==> config.mk <==
export PLATFORM = sky130hd
export DESIGN_NAME = vga_pattern_gen
export DESIGN_NICKNAME = d
export VERILOG_FILES = /design/src/rtl/vga_pattern_gen.sv
export SDC_FILE = /design/constraint.sdc
export NUM_CORES = 1
export LEC_CHECK = 0
export ABC_AREA = 1
export CORE_AREA = 2 2 92 129
export CTS_CLUSTER_DIAMETER = 150
export DETAILED_ROUTE_END_ITERATION = 8
export DIE_AREA = 0 0 94 131
export PLACE_DENSITY = 0.62
export SETUP_SLACK_MARGIN = 0.02
export SYNTH_ARGS = -nofsm -noshare
export SYNTH_HDL_FRONTEND = slang
export SYNTH_SLANG_ARGS = --single-unit
==> constraint.sdc <==
create_clock -name iVGA_CLK -period 5.75 [get_ports iVGA_CLK]
set_input_delay 0.8625 -clock iVGA_CLK [delete_from_list [all_inputs] [get_ports iVGA_CLK]]
set_output_delay 0.8625 -clock iVGA_CLK [all_outputs]
set_load 0.05 [all_outputs]
==> src/rtl/vga_pattern_gen.sv <==
// Multi-mode VGA test-pattern generator: solid, colour bars, scrolling checkerboard, gradient,
// legacy green. Optional white frame border when PATTERN_BORDER_EN is defined.
module vga_pattern_gen #(
  parameter int unsigned COLOR_W    = 10,
  parameter int unsigned X_W        = 10,
  parameter int unsigned Y_W        = 10,
  parameter int unsigned H_ACTIVE   = 640,
  parameter int unsigned V_ACTIVE   = 480,
  parameter int unsigned CHECK_LOG2 = 5
) (
  input  logic                   iVGA_CLK,
  input  logic                   iRST_N,
  input  logic [X_W-1:0]         iVGA_X,
  input  logic [Y_W-1:0]         iVGA_Y,
  input  logic [2:0]             iMode,
  input  logic [3*COLOR_W-1:0]   iSolid_RGB,
  input  logic                   iScroll_EN,
  output logic [COLOR_W-1:0]     oRed,
  output logic [COLOR_W-1:0]     oGreen,
  output logic [COLOR_W-1:0]     oBlue,
  output logic                   oFrame_Start,
  output logic [2:0]             oMode_Active
);

  localparam int unsigned BarW = H_ACTIVE / 8;
  localparam logic [COLOR_W-1:0] FullScale = '1;
  localparam logic [COLOR_W-1:0] LegacyGreen = {1'b1, {(COLOR_W-1){1'b0}}};

  logic                 frameStart;
  logic                 active;
  logic [2:0]           modeQ, modeCur;
  logic [X_W-1:0]       offsetQ, offsetD, xs;
  logic [2:0]           barIdx;
  logic [COLOR_W-1:0]   redD, greenD, blueD;
  logic [COLOR_W-1:0]   redQ, greenQ, blueQ;
  logic                 frameStartQ;

  assign frameStart = (iVGA_X == '0) && (iVGA_Y == '0);

  always_comb begin
    // The (0,0) pixel already uses the mode being latched in this cycle.
    modeCur = frameStart ? iMode : modeQ;
    offsetD = offsetQ;
    if (frameStart && iScroll_EN) offsetD = offsetQ + X_W'(1);
    xs = iVGA_X + offsetQ;
    active = (32'(iVGA_X) < H_ACTIVE) && (32'(iVGA_Y) < V_ACTIVE);

    barIdx = '0;
    for (int k = 1; k < 8; k++) begin
      if (32'(iVGA_X) >= k * BarW) barIdx = barIdx + 3'd1;
    end

    redD   = '0;
    greenD = '0;
    blueD  = '0;
    if (active) begin
      case (modeCur)
        3'd0: {redD, greenD, blueD} = iSolid_RGB;
        3'd1: begin
          // Bar order white..black maps to inverted index bits per channel.
          redD   = {COLOR_W{~barIdx[1]}};
          greenD = {COLOR_W{~barIdx[2]}};
          blueD  = {COLOR_W{~barIdx[0]}};
        end
        3'd2: begin
          if (xs[CHECK_LOG2] ^ iVGA_Y[CHECK_LOG2]) begin
            redD   = FullScale;
            greenD = FullScale;
            blueD  = FullScale;
          end
        end
        3'd3: begin
          redD   = COLOR_W'(iVGA_X);
          greenD = COLOR_W'(iVGA_Y);
          blueD  = COLOR_W'(xs);
        end
        3'd4: greenD = LegacyGreen;
        default: ;
      endcase
`ifdef PATTERN_BORDER_EN
      if ((iVGA_X == '0) || (32'(iVGA_X) == H_ACTIVE - 1) ||
          (iVGA_Y == '0) || (32'(iVGA_Y) == V_ACTIVE - 1)) begin
        redD   = FullScale;
        greenD = FullScale;
        blueD  = FullScale;
      end
`endif
    end
  end

  always_ff @(posedge iVGA_CLK) begin
    if (!iRST_N) begin
      modeQ       <= '0;
      offsetQ     <= '0;
      redQ        <= '0;
      greenQ      <= '0;
      blueQ       <= '0;
      frameStartQ <= 1'b0;
    end else begin
      modeQ       <= modeCur;
      offsetQ     <= offsetD;
      redQ        <= redD;
      greenQ      <= greenD;
      blueQ       <= blueD;
      frameStartQ <= frameStart;
    end
  end

  assign oRed         = redQ;
  assign oGreen       = greenQ;
  assign oBlue        = blueQ;
  assign oFrame_Start = frameStartQ;
  assign oMode_Active = modeQ;

endmodule

* After elaboration in Yosys (flattened, before gate mapping) *
Index checks and enable logic that the tools add are counted.

storage, ports and cells
  bits in registers = 44
  input bits = 56
  output and inout port bits = 34
  logic and storage cells = 50

operators by class
  add/sub/neg operators = 8
  $lt $le $gt $ge = 9
  eq/ne operators = 4
  mux-type cells = 12
  bitwise logic cells = 4
  reduce and logical (&&, ||, !) cells = 7

operators with widths
  operator                 number
  $pmux W10 S4             2
  $pmux W10 S5             1
  $ge A10 B9 Y1 const B    3
  $mux W3                  7
  $ge A10 B8 Y1 const B    2
  $logic_not A10 Y1        2
  $add A3 B1 Y3 const B    6
  $add A10 B1 Y10 const B  1
  $add A10 B10 Y10         1
  $ge A10 B10 Y1 const B   1
  $ge A10 B7 Y1 const B    1
  $lt A10 B10 Y1 const B   1
  $lt A10 B9 Y1 const B    1
  $mux W10                 1
  $eq A3 B2 Y1 const B     2
  $eq A3 B1 Y1 const B     1
  $eq A3 B3 Y1 const B     1
  $logic_and A1 B1 Y1      3
  $logic_not A3 Y1         1
  $not A1 Y1               3
  $reduce_and A2 Y1        1
  $mux W1                  1
  $xor A1 B1 Y1            1

* Logic depth before layout (Yosys ltp) *
  word-level depth = 16
  depth in mapped cells = 31
  mapped depth without buffers = 31

* Worst setup path after synthesis *
No wires, ideal clock.

  path kind = in2reg
  start point = in iVGA_X[7]
  end point = reg greenQ[0], in the netlist oGreen[0]
  library setup time = 109 ps
  arrival = 4151 ps
  data required time = 5641 ps
  slack = 1490 ps
  cell stages on the path = 30
  path buffers = 0
  cell sequence = inv_1 > o21ai_0 > inv_1 > ha_1 > inv_1 > nand3_1 > nand2_1 > inv_1 > ha_1 > inv_1 > nand2_1 > nand2_1 > nand2_1 > nand3_1 > nand2_1 > ha_1 > or2_2 > and2_1 > ha_1 > inv_1 > nor2_1 > nand2_1 > nand2_1 > xnor2_1 > o21ai_0 > nand2_1 > nand2_2 > nand3_1 > nand2_1 > inv_1

on the way
  word-level cells in the longest chain between the ends = 16
  elaborated cells between the ends (all ways) = 33
  classes of those cells = add/sub: 6; order compare: 8; eq/ne: 4; mux: 9; bitwise: 1; reduce/logical: 5

RTL lines
  what                    RTL line  RTL
  start: declaration      13        input logic [X_W-1:0] iVGA_X,
  $ge A10 B7 Y1           50        if (32'(iVGA_X) >= k * BarW) barIdx = barIdx + 3'd1;
  $mux W1                 50
  $add A3 B1 Y3           50
  $mux W3                 50
  $add A3 B1 Y3           50
  $mux W3                 50
  $add A3 B1 Y3           50
  $mux W3                 50
  $add A3 B1 Y3           50
  $mux W3                 50
  $add A3 B1 Y3           50
  $mux W3                 50
  $add A3 B1 Y3           50
  $mux W3                 50
  $not A1 Y1              62        greenD = {COLOR_W{~barIdx[2]}};
  $pmux W10 S5            57        case (modeCur)
  end signal: assignment  103       greenQ <= greenD;
  end: declaration        35        logic [COLOR_W-1:0] redQ, greenQ, blueQ;

Parallel ways exist; a longest one is shown, timed or not.
A chain may end at the register's enable or synchronous reset.

* Worst setup path after layout *
  start point = in iVGA_X[7]
  end point = reg greenQ[8], in the netlist oGreen[8]

The elaborated chain is that of the path after synthesis.

==> impl_results.md <==
* DRT iter0 DRCs at 124
* Most common cell after layout, fill and taps aside: nand2_1
* Register area share after synthesis at 0.269
* Post-synth EDFFs at 0
* Largest net degree at the start of global routing at 30
* Synth-to-layout area growth at 34.5%
* Share of layout cells above drive strength 1 at 0.0517
* Initial antenna violation count at 0
* Syn_nets at 606
* First-pass GRT wire length at 14500 um
* Critical path class: input port to flop
* Worst min path class: flop to flop
* Worst Skew at 10.5 ps
* CP dominant cell by count: nand2_1
* Max cap viols at 0
* Overall via count from detail_route at 3363
* Post-CTS setup buffers at 0
* Crit path launch: iVGA_X[7]
* Std-Cell Rows at 46
* Total die area at 0.0123 mm^2
* Post-DRT Antenna Nets at 0
* Critical path peak fanout at 10
* Synthesized area at 0.00328 mm^2
* Clock period minus worst slack at 5060 ps
* Root Buffer: clkbuf_16
* Setup tns final at 0 ps
* Syn Inst Count at 532
* Worst path max stage delay at 570 ps
* Final worst-path cycle share at 0.881
* Leakage power at 2.35 nW
* Crit. End Element: flop
* Vias in the first global route at 3126
* Routed WL per cell at 11.8 um
* Worst slew pin tran at 1080 ps
* Synth cell types at 34
* Via/cell ratio at 4.41
* WP depth at 31
* GRT Util Overall at 0.146
* CTS Hold Buffers Added at 0
* End of the critical path: oGreen[8]
* CP max-delay cell: clkdlybuf4s50_1
* Buffers on Ports at 89
* Post-route cell area at 0.00441 mm^2
* Drt pass-1 iters at 5
* Layout Utilization at 0.393
* Cell Pwr Density at 180 mW/mm^2
* Maximum clock insertion buffer count at 2
* Overall Power at 0.796 mW
* Final hold viol count at 0
* Crit path max-delay family: simple AND/OR/NAND/NOR gates
* Remaining DRCs at 0
* # fillers at 1213
* H-tree Lvls at 2
* Initial Util at 0.292
* Critical path arrival at 5240 ps
* Placer Congestion at 0.909
* I/O pins at 90
* Ant. Diodes at 0
* Chip Width at 94 um
* Reg clk slew, reported paths at 60 ps
* CTS Sinks at 44
* Flop-to-flop setup slack at 3390 ps
* Post-cts resize count at 0
* Number of buffers created by CTS at 5
* R2R depth at 14
* Prevailing post-synth register cell: dfxtp_1
* Crit path buf inv count at 8
* #FFs+latches synth at 44
* Worst vdd ir at 0.0000916 V
* Most frequent cells in the layout: 124 x nand2_1, 105 x inv_1, 89 x clkdlybuf4s50_1, 88 x nor2_1, 52 x nand3_1
* Final setup violation count at 0
* Core ar. at 0.0112 mm^2
* Startpoint Class: input port
* Remaining Overflow, GRT at 0
* Final nets at 692
* RR Endpoint: oBlue[8]
* Worst EP required at 5930 ps
* Final slew viol count at 0
* Die Ht at 131 um
* Hpwl dp at 7350 um
* Post-Route WL at 9010 um
* Clk_lat worst skew at 290 ps
* Register area at 881 um^2
* Ys Warns at 0
* Syn_area_per_cell at 6.16 um^2
* RSZ-0062 raised after global routing: no
* Dpl cell area at 0.00426 mm^2
* Worst rel slew slack at 0.273
* TritonCTS clock tree: done
* Multi-input gate area at 0.00190 mm^2
* Status: completed
* FFs w/ async S/R, synth at 0
* Reg2Reg Launch Point: offsetQ[2]
* Fmax at 197 MHz
## state kept, by name, summed over array words and instances, names as in the netlist
signal and flops:
oBlue 10, oFrame_Start 1, oGreen 10, oMode_Active 3, oRed 10, offsetQ 10
## layer usage
metal / routed length (um) / global-route usage / part of all wire
met1: 3850 / 0.175 / 0.43
met4: 185 / 0.0452 / 0.021
met5: 0 / 0 / 0
met3: 414 / 0.0229 / 0.046
met2: 4560 / 0.265 / 0.51
## cell families after synthesis
| logic type | synth area share |
|---|---|
| buffers and inverters | 0.152 |
| DFF | 0.269 |
| adders and majority gates | 0.0710 |
| AOI/OAI and AO/OA | 0.0756 |
| xor gates and xnor gates | 0.0267 |
| and+or+nand+nor | 0.406 |
## where the power goes
part	internal (mW)	switching [mW]	total (mW)
clock	0.173	0.118	0.291
combinational	0.0838	0.107	0.191
sequential	0.312	0.00189	0.314
total	0.569	0.227	0.796
## tightest hold or removal path: cells and delay by family, from the launching register on
kind | cells | cell delay [ps]
buf+inv | 1 | 70
flops | 1 | 320
compound gates | 1 | 50
## synth_stat cells (4+ instances only)
library cell | number | area share
xnor2_1 | 4 | 0.011
nor2_1 | 88 | 0.10
dfxtp_1 | 44 | 0.27
inv_1 | 105 | 0.12
nor3_1 | 5 | 0.0076
nand2_1 | 124 | 0.14
nand4_1 | 6 | 0.011
nand3_1 | 52 | 0.079
a21oi_1 | 21 | 0.032
ha_1 | 17 | 0.065
o21ai_0 | 11 | 0.017
buf_6 | 6 | 0.021
nand3_2 | 10 | 0.031
xor2_1 | 6 | 0.016
## cell type report
class	instances	share of cell area
inverters	109	0.0928
well taps	144	0.0409
flip-flops and latches	44	0.200
clock buffers	7	0.0324
clock inverters	1	0.00170
multi-input cells	369	0.430
repair buffers	89	0.202
## how the worst min path moves through the flow
stage          depth (start not counted)    endpoint        from
4_1_cts                                2  offsetQ[9]  offsetQ[9]
3_5_place_dp                           2  offsetQ[9]  offsetQ[9]
3_3_place_gp                           2  offsetQ[9]  offsetQ[9]
5_1_grt                                2  offsetQ[9]  offsetQ[9]
6_report                               2  offsetQ[9]  offsetQ[9]
2_1_floorplan                          2  offsetQ[9]  offsetQ[9]
## metrics by stage
step,setup slack [ps],hold slack (ps),cells
global placement,648,470,755
CTS,740,487,763
global route,263,508,763
floorplan,1490,451,532
finish,686,486,763
detailed placement,437,477,755
Note: power is estimated with default switching activity, not from simulation.
